==> src/rtl/config_loader_pkg.sv <==
// config_loader_pkg
// Shared definitions for the serial configuration loader and the
// control_connection_block it feeds: the loader FSM state encoding and
// the helpers that size a select field and the whole select word from
// the track count W and the number of control inputs.
package config_loader_pkg;

  typedef enum logic [1:0] {
    IDLE  = 2'd0,
    SHIFT = 2'd1,
    CHECK = 2'd2
  } state_t;

  // Bits needed to pick one of 2*W candidate tracks.
  function automatic int sel_per_in(input int w);
    return $clog2(2 * w);
  endfunction

  // Total select-word width for all control inputs.
  function automatic int cfg_bits(input int w, input int controlin);
    return sel_per_in(w) * controlin;
  endfunction

endpackage

==> src/rtl/config_loader_if.sv <==
// config_loader_if
// Serial configuration bus between a configuration source (master) and
// the loader (slave).
//   cfg_start  master->slave  one-cycle request to begin a new load
//   cfg_valid  master->slave  cfg_bit is valid this cycle
//   cfg_bit    master->slave  serial configuration bit, LSB of field 0 first
//   cfg_ready  slave->master  loader accepts a bit this cycle
//   c          slave->master  committed select word
//   cfg_done   slave->master  one-cycle pulse on successful commit
//   cfg_err    slave->master  sticky: last load rejected
//   busy       slave->master  loader is not idle
interface config_loader_if #(
  parameter int CFG_BITS = 12
);
  logic                cfg_start;
  logic                cfg_valid;
  logic                cfg_bit;
  logic                cfg_ready;
  logic [CFG_BITS-1:0] c;
  logic                cfg_done;
  logic                cfg_err;
  logic                busy;

  modport master (
    output cfg_start, cfg_valid, cfg_bit,
    input  cfg_ready, c, cfg_done, cfg_err, busy
  );

  modport slave (
    input  cfg_start, cfg_valid, cfg_bit,
    output cfg_ready, c, cfg_done, cfg_err, busy
  );
endinterface

==> src/rtl/config_loader_cfg_field_check.sv <==
// cfg_field_check
// Combinational legality check of a fully shifted select word: flags any
// field whose value does not address one of the 2*W candidate tracks.
//   shadow  in   CFG_BITS  shifted select word, field i at [i*SEL_PER_IN +: SEL_PER_IN]
//   bad     out  1         some field >= 2*W
module cfg_field_check
  import config_loader_pkg::*;
#(
  parameter  int W          = 7,
  parameter  int CONTROLIN  = 3,
  localparam int SEL_PER_IN = sel_per_in(W),
  localparam int CFG_BITS   = cfg_bits(W, CONTROLIN)
) (
  input  logic [CFG_BITS-1:0] shadow,
  output logic                bad
);

  // One extra bit so the limit still fits when 2*W is a power of two.
  localparam logic [SEL_PER_IN:0] LIMIT = (SEL_PER_IN + 1)'(2 * W);

  // OR together the out-of-range flag of every field.
  always_comb begin
    bad = 1'b0;
    for (int i = 0; i < CONTROLIN; i++) begin
      if ({1'b0, shadow[i*SEL_PER_IN +: SEL_PER_IN]} >= LIMIT) begin
        bad = 1'b1;
      end else begin
        bad = bad;
      end
    end
  end

endmodule

==> src/rtl/config_loader.sv <==
// config_loader
// Shifts a select word in serially, checks every field addresses a real
// track, and only then commits it to c for the control_connection_block.
// A rejected word leaves c untouched and raises the sticky cfg_err.
//   clk    in     sole clock, rising edge
//   rst_n  in     asynchronous active-low reset
//   bus    slave  serial configuration bus (see config_loader_if)
module config_loader
  import config_loader_pkg::*;
#(
  parameter  int W          = 7,
  parameter  int CONTROLIN  = 3,
  localparam int CFG_BITS   = cfg_bits(W, CONTROLIN),
  localparam int CW         = $clog2(CFG_BITS + 1)
) (
  input  logic            clk,
  input  logic            rst_n,
  config_loader_if.slave  bus
);

  localparam logic [CW-1:0] LAST = CW'(CFG_BITS - 1);

  state_t              state;
  state_t              state_next;
  logic [CW-1:0]       cnt;
  logic [CFG_BITS-1:0] shadow;
  logic [CFG_BITS-1:0] c_q;
  logic                done_q;
  logic                err_q;
  logic                accept;
  logic                field_bad;

  cfg_field_check #(
    .W         (W),
    .CONTROLIN (CONTROLIN)
  ) u_check (
    .shadow (shadow),
    .bad    (field_bad)
  );

  // ready and busy are pure state decodes so they change with the state.
  assign bus.cfg_ready = (state == SHIFT);
  assign bus.busy      = (state != IDLE);
  assign bus.c         = c_q;
  assign bus.cfg_done  = done_q;
  assign bus.cfg_err   = err_q;

  // State register.
  always_ff @(posedge clk or negedge rst_n) begin
    if (!rst_n) begin
      state <= IDLE;
    end else begin
      state <= state_next;
    end
  end

  // Next state and bit-acceptance decode; a restart in SHIFT wins over a valid bit.
  always_comb begin
    state_next = state;
    accept     = 1'b0;
    case (state)
      IDLE: begin
        if (bus.cfg_start) begin
          state_next = SHIFT;
        end else begin
          state_next = IDLE;
        end
      end
      SHIFT: begin
        if (bus.cfg_start) begin
          state_next = SHIFT;
        end else if (bus.cfg_valid) begin
          accept = 1'b1;
          if (cnt == LAST) begin
            state_next = CHECK;
          end else begin
            state_next = SHIFT;
          end
        end else begin
          state_next = SHIFT;
        end
      end
      CHECK: begin
        state_next = IDLE;
      end
      default: begin
        state_next = IDLE;
      end
    endcase
  end

  // Shadow shift, bit counter, commit and status flags.
  always_ff @(posedge clk or negedge rst_n) begin
    if (!rst_n) begin
      cnt    <= '0;
      shadow <= '0;
      c_q    <= '0;
      done_q <= 1'b0;
      err_q  <= 1'b0;
    end else begin
      done_q <= 1'b0;
      case (state)
        IDLE: begin
          if (bus.cfg_start) begin
            cnt    <= '0;
            shadow <= '0;
            err_q  <= 1'b0;
          end
        end
        SHIFT: begin
          if (bus.cfg_start) begin
            cnt    <= '0;
            shadow <= '0;
          end else if (accept) begin
            shadow[cnt] <= bus.cfg_bit;
            cnt         <= cnt + CW'(1);
          end
        end
        CHECK: begin
          if (field_bad) begin
            err_q <= 1'b1;
          end else begin
            c_q    <= shadow;
            done_q <= 1'b1;
          end
        end
        default: begin
          done_q <= 1'b0;
        end
      endcase
    end
  end

endmodule
==> src/flat_wrapper.sv <==
// flat-port wrapper written by rule: the top's interface ports become plain ports
module config_loader_flat import config_loader_pkg::*;
#(
  parameter  int W          = 7,
  parameter  int CONTROLIN  = 3,
  localparam int CFG_BITS   = cfg_bits(W, CONTROLIN),
  localparam int CW         = $clog2(CFG_BITS + 1)
)
  (clk, rst_n, bus_cfg_start, bus_cfg_valid, bus_cfg_bit, bus_cfg_ready, bus_c, bus_cfg_done, bus_cfg_err, bus_busy);
  config_loader_if bus_i ();
  input  logic clk;
  input  logic rst_n;
  input wire logic [$bits(bus_i.cfg_start)-1:0] bus_cfg_start;
  input wire logic [$bits(bus_i.cfg_valid)-1:0] bus_cfg_valid;
  input wire logic [$bits(bus_i.cfg_bit)-1:0] bus_cfg_bit;
  output wire logic [$bits(bus_i.cfg_ready)-1:0] bus_cfg_ready;
  output wire logic [$bits(bus_i.c)-1:0] bus_c;
  output wire logic [$bits(bus_i.cfg_done)-1:0] bus_cfg_done;
  output wire logic [$bits(bus_i.cfg_err)-1:0] bus_cfg_err;
  output wire logic [$bits(bus_i.busy)-1:0] bus_busy;
  assign bus_i.cfg_start = bus_cfg_start;
  assign bus_i.cfg_valid = bus_cfg_valid;
  assign bus_i.cfg_bit = bus_cfg_bit;
  assign bus_cfg_ready = bus_i.cfg_ready;
  assign bus_c = bus_i.c;
  assign bus_cfg_done = bus_i.cfg_done;
  assign bus_cfg_err = bus_i.cfg_err;
  assign bus_busy = bus_i.busy;
  config_loader #(.W(W), .CONTROLIN(CONTROLIN)) u_core (.clk(clk), .rst_n(rst_n), .bus(bus_i));
endmodule
==> config.mk <==
export PLATFORM = sky130hd
export DESIGN_NAME = config_loader_flat
export DESIGN_NICKNAME = d
export VERILOG_FILES = /design/src/rtl/config_loader_pkg.sv /design/src/rtl/config_loader_if.sv /design/src/rtl/config_loader_cfg_field_check.sv /design/src/rtl/config_loader.sv /design/src/flat_wrapper.sv
export SDC_FILE = /design/constraint.sdc
export NUM_CORES = 1
export LEC_CHECK = 0
export ABC_CLOCK_PERIOD_IN_PS = 1800
export CAP_MARGIN = 20
export CORE_MARGIN = 2
export CORE_UTILIZATION = 50
export CTS_CLUSTER_DIAMETER = 60
export DETAILED_ROUTE_END_ITERATION = 16
export HOLD_SLACK_MARGIN = 0.05
export PLACE_DENSITY = 0.8
export SLEW_MARGIN = 20
export SYNTH_ARGS = -nofsm -noshare
export SYNTH_HDL_FRONTEND = slang
export SYNTH_SLANG_ARGS = --single-unit
==> constraint.sdc <==
create_clock -name clk -period 1.8 [get_ports clk]
set_input_delay 0.18 -clock clk [delete_from_list [all_inputs] [get_ports clk]]
set_output_delay 0.18 -clock clk [all_outputs]
set_load 0.01 [all_outputs]
==> flow_summary.ini <==
[detailed_routing]
wirelength_mm = 2.78
route.antenna.remaining_nets = 0
wire_per_inst_um = 14.5
dr.first_iter.drc_count = 32
viasPerCell = 5.69
drt-pass1-iter-count = 4
num_vias = 1087
drc_errors = 0

[synthesis]
synth_xor_area_share_pct = 1.72
synth-simple-area-share_pct = 18.9
netlist_instances = 131
yosys_warnings = 0
syn_nets = 140
synth-edff-count = 0
async_flop_share_pct = 100
synth_top_area_share_pct = 52.5
synth_ff_type = dfrtp_1
synth_cell_type_count = 27
yosysSeqAreaShare_pct = 52.5
synth-adder-area-share_pct = 3.28
syn_area_per_cell_sq_um = 11.6
synth_area_leaders = dfrtp_1 53%, mux2_2 8.9%, mux2i_1 5.9%, nor2_1 3.4%, ha_1 3.3%
synthMuxAreaShare_pct = 14.8
synth-compound-area-share_pct = 5.25
yosysTopAreaCell = dfrtp_1
syn_area_sq_um = 1530
synth_top_family_by_area = simple AND/OR/NAND/NOR gates
synth-seq-cells = 32

[timing]
hold-worst-slack_ns = 0.242
period_minus_slack_ns = 1.75
rsz0062_at_grt = false
final-hold-violation-count = 0
finalSetupViolations = 0
report.final.slew_viol_count = 0
fmax_mhz = 572
worst_pin_slew_ns = 0.638
slew_headroom_pct = 57.5
fin_tns_setup_ns = 0
finClkSkew_ns = 0.00926
fin_crit_sh_pct = 97.2

[pwr]
p_switching_uw = 318
combPwrFrac_pct = 9.9
total_power_uw = 1290
max-vdd-ir-drop_v = 0.000365
p_sw_share_pct = 24.6
p_clk_share_pct = 32.3
power.internal_uw = 975
cellLeakagePower_uw = 0.000808
seq_power_share_pct = 57.8
p_per_area_nw_per_um2 = 708

[global_routing]
globalRouteMet2Util_pct = 29.4
use_met3_pct = 7.64
grtUsageMet1_pct = 23.1
top_usage_layer = met2
grt_pass1_wl_mm = 4.75
grt_pass1_vias = 1037
antenna_found_initial = 0
gr-usage-all-layers_pct = 18.7
overflow = 0
grt_max_degree = 33

[die]
io-pin-count = 21
rows = 20
start_util_pct = 51.2
die_w_um = 59.2
dieArea_sq_um = 3510
die_y_um = 59.2
core_sq_um = 2980

[final_layout]
antenna_cells = 0
num-nets-final = 166
nFillCells = 253
layout-drive-gt1-share_pct = 20.3
syn_to_final_growth_pct = 19.7
instances_no_fill = 191

[worst_setup_path]
end_kind = output pin
crit_required_ns = 1.62
endpoint = bus_cfg_ready
rrSetupSlack_ns = 0.21
rr_worst_depth = 5
crit_path_start_kind = register
path_class = register to output pin
crit_start = u_core.state[1]$_DFF_PN0_
crit_fanout = 4
timing.rr.start = u_core.shadow[3]$_DFFE_PN0P_
critPathArrivalTime_ns = 1.57
r2r-end = u_core.bus.c[4]$_DFFE_PN0P_

[clocking]
root_buffer = clkbuf_4
ctsLongestPathBuffers = 2
cts_buffers = 5
clock-sinks = 32
cts.clk_slew.worst_paths_ns = 0.09
ctsHtreeMaxLevel = 2
cts_tree = built
clock_latency_ns = 0.33
cts_hold_buf = 0

[run]
drv_cap = 0

[place]
place_inst = 181
hpwl_mm = 1.97
portBuffers = 20
finalWeightedCongestion = 0.877

[hold_path]
min_path_type = input pin to asynchronous set/reset pin

[status]
run_status = completed
==> Yosys cell counts, drive strengths merged (2+ instances only) <==
library cell	n
and3	2
buf	4
clkbuf	2
dfrtp	32
ha	4
inv	4
mux2	12
mux2i	9
nand2	5
nand2b	8
nand3	6
nor2	14
nor3	5
nor3b	2
nor4	4
o211ai	3
o21ai	4
o31ai	3
xnor2	3
==> state kept, by name, indices dropped and copies added, names as in the netlist <==
register and cells:
u_core.bus.c 12, u_core.bus.cfg_done 1, u_core.bus.cfg_err 1, u_core.cnt 4
u_core.shadow 12, u_core.state 2
==> how the worst min path moves through the flow <==
stage	endpoint	slack [ns]	depth (start not counted)
global route	u_core.state[0]$_DFF_PN0_	0.26	2
finish	u_core.state[1]$_DFF_PN0_	0.24	2
global placement	u_core.bus.c[10]$_DFFE_PN0P_	0.49	1
CTS	u_core.bus.c[8]$_DFFE_PN0P_	0.25	2
floorplan	u_core.bus.c[0]$_DFFE_PN0P_	-0.12	0
detailed placement	u_core.bus.c[8]$_DFFE_PN0P_	0.50	1
==> critical path, cell delays in order (launching register included) <==
cell	delay, ns
dfrtp_2	0.43
nand2b_1	0.18
inv_1	0.09
clkdlybuf4s50_1	0.53
==> power by group through the flow <==
stage	logic [uW]	clock network [uW]	registers, uW
floorplan	87.4	0	756
global placement	124	0	760
detailed placement	128	0	761
CTS	129	426	747
global route	147	469	749
finish	128	418	747
==> metal layers <==
layer / share of wire, % / wire length (um)
met1: 43 / 1210
met2: 48 / 1330
met3: 6.6 / 184
met4: 1.8 / 51
met5: 0 / 0
==> through the flow <==
stage / worst slack (ns) / utilization, % / instance area (sq um)
finish: 0.0510 / 61.3 / 1830
global route: 0.00192 / 61.3 / 1830
CTS: 0.0459 / 61.3 / 1820
detailed placement: 0.0319 / 58.7 / 1750
global placement: 0.0919 / 58.7 / 1750
floorplan: 0.342 / - / 1530
==> logic make-up (layout without fill, tap and decap cells) <==
kind of cell,count (synthesis),after routing
compound gates,12,12
buf+inv,10,37
xor+xnor,3,3
flops,32,32
simple gates,49,49
fa+ha+maj,4,4
mux,21,21
==> cell type report <==
class | count | area [sq um] | share of cell area [%]
sequential | 32 | 803 | 44.0
tap | 33 | 41.3 | 2.26
multi-input combinational | 89 | 669 | 36.7
inverter | 4 | 15.0 | 0.822
timing repair buffer | 25 | 238 | 13.0
clock buffer | 8 | 58.8 | 3.22
==> cell usage in the layout, fill, tap and decap left out, drive strengths merged <==
cell,instances
clkbuf,8
ha,4
mux2i,9
nand2,5
o31ai,3
nor3b,2
clkdlybuf4s50,20
nor3,5
xnor2,3
mux2,12
nand3,6
dfrtp,32
or2,1
nor2,14
o21ai,4
a21oi,1
nand2b,8
and2,1
a31oi,1
buf,5
nor4,4
inv,4
and3,2
and2b,1
o211ai,3
==> repair_timing <==
| item | 4_1_cts | 5_1_grt |
|---|---|---|
| setup buffers | 2 | 0 |
| setup endpoints to repair | 2 | 2 |
| cloned | 0 | 0 |
| gates resized for setup | 1 | 1 |
No activity file was read; power rests on OpenSTA's default activity.
==> RTL edit: new RTL, same flow settings <==
Re-encode `state_t` (3 states) as one-hot, 3 bits wide.
--- a/src/rtl/config_loader_pkg.sv
+++ b/src/rtl/config_loader_pkg.sv
@@ -5,10 +5,10 @@
 // the track count W and the number of control inputs.
 package config_loader_pkg;
 
-  typedef enum logic [1:0] {
-    IDLE  = 2'd0,
-    SHIFT = 2'd1,
-    CHECK = 2'd2
+  typedef enum logic [2:0] {
+    IDLE  = 3'b001,
+    SHIFT = 3'b010,
+    CHECK = 3'b100
   } state_t;
 
   // Bits needed to pick one of 2*W candidate tracks.
Function: same outputs for any inputs over 10 cycles, from zero or initial values and one cycle with rst_n low; not proved beyond that.
==> RTL edit against the original RTL <==
  * Hold slack worse by 13 ps
  * Worst setup slack better by 54 ps
  * Via count is 6.3% higher
  * Utilization is 1.8 points higher
  * Synthesized area is 0.16% higher
  * First-iteration DRC count is 13% lower
  * Highest routed layer unchanged
  * Routed wire length is 12% higher
  * Synthesized cell count is 5.3% higher
  * Cell area is 2.9% higher
  * Sequential cell count is 1 higher
Power is not compared: it rests on default switching activity, and its combinational part moved more than twofold at a synthesized area within 25%.
==> RTL edit: results (changes against the original RTL) <==
stage	metric	value	unit	change
cts	cts_setup_buffers	0		was 2
finish	final_cells	201		was 191
finish	final_cell_area	1880	sq um	was 1830 sq um
worst_setup_path	critPathTopFamily	simple AND/OR/NAND/NOR gates		was buffers and inverters
grt	grt.met1_usage	25.0	%	was 23.1%
drt	via_count	1156		was 1087
yosys	ys_top_cells_by_area	sky130_fd_sc_hd__dfrtp_1 (52%), sky130_fd_sc_hd__mux2_2 (8.8%), sky130_fd_sc_hd__mux2i_1 (4.6%), sky130_fd_sc_hd__nand2_1 (4.2%), sky130_fd_sc_hd__nand3_1 (3.6%)		was sky130_fd_sc_hd__dfrtp_1 (53%), sky130_fd_sc_hd__mux2_2 (8.9%), sky130_fd_sc_hd__mux2i_1 (5.9%), sky130_fd_sc_hd__nor2_1 (3.4%), sky130_fd_sc_hd__ha_1 (3.3%)
yosys	synth_fp_nets	147		was 140
placement	finalWeightedCongestion	0.881		was 0.877
sta	finalClockSkew	12.4	ps	was 9.26 ps
finish	number_of_inserted_filler_cells_in_the_final_layout	261		was 253
placement	post-dp-hpwl	2.20	mm	was 1.97 mm
yosys	post_synth_inst_count	138		was 131
yosys	synth_common_cells	sky130_fd_sc_hd__dfrtp_1 (32), sky130_fd_sc_hd__nand2_1 (17), sky130_fd_sc_hd__mux2_2 (12)		was sky130_fd_sc_hd__dfrtp_1 (32), sky130_fd_sc_hd__nor2_1 (14), sky130_fd_sc_hd__mux2_2 (12)
placement	placed_area	1780	sq um	was 1750 sq um
worst_setup_path	worst_ep_arrival_time	1970	ps	was 1570 ps
worst_setup_path	slowest_stage_cell_cp	sky130_fd_sc_hd__dfrtp_2		was sky130_fd_sc_hd__clkdlybuf4s50_1
worst_setup_path	critical_path_peak_fanout	6		was 4
grt	global_route_wire_length_before_repair	5.24	mm	was 4.75 mm
drt	wl_per_cell	15.5	microns	was 14.5 microns
finish	drive_gt1_share	21.4	%	was 20.3%
run_status	run_status	finished, final reports clean		unchanged
placement	dp.cells	191		was 181
grt	vias_in_the_first_global_route	1156		was 1037
placement	dpl_worst_slack	-52.4	ps	was 31.9 ps
sta	max_slew_margin	71.8	%	was 57.5%
RTL edit: cell types whose count changed in the layout (fill, tap and decap cells not counted), moves of 4 or more:
cell                       unedited run  this run
sky130_fd_sc_hd__a21oi_1              0         7
sky130_fd_sc_hd__nand2b_1             8         1
sky130_fd_sc_hd__nand3_1              6        11
sky130_fd_sc_hd__nor3_1               5         0
sky130_fd_sc_hd__nand4_1              0         4
sky130_fd_sc_hd__nor2_1              14         4
sky130_fd_sc_hd__nand2_1              5        17
RTL edit: final cells by class:
| type | count | share of cell area [%] |
|---|---|---|
| multi-input cells | 95 | 36.6 |
| repair buffers | 25 | 12.3 |
| inverters | 7 | 1.53 |
| clock buffers | 8 | 3.13 |
| well taps | 33 | 2.20 |
| flip-flops and latches | 33 | 44.2 |
RTL edit: cell families after synthesis:
logic type,synth area share [%]
buf+inv,3.52
simple gates,15.7
compound gates,9.34
mux,13.4
fa+ha+maj,3.28
flops,54.1
xor+xnor,0.573
RTL edit: report_power, final:
part	internal, uW	switching [uW]
clock network	193	241
logic	188	332
registers	796	60.0
total	1180	633
RTL edit: final timing paths:
check | start | end | slack [ps] | cells after the start
min in group clk | bus_cfg_start | u_core.state[0]$_DFF_PN1_ | 490 | 3
worst max register to register | u_core.state[1]$_DFF_PN0_ | u_core.cnt[3]$_DFFE_PN0P_ | 110 | 5
worst max-delay path | u_core.state[1]$_DFF_PN0_ | u_core.cnt[3]$_DFFE_PN0P_ | 110 | 5
worst min register to register | u_core.bus.cfg_err$_DFFE_PN0P_ | u_core.bus.cfg_err$_DFFE_PN0P_ | 510 | 2
worst min-delay path | rst_n | u_core.shadow[2]$_DFFE_PN0P_ | 230 | 2
max in group asynchronous | rst_n | u_core.state[0]$_DFF_PN1_ | 1240 | 2
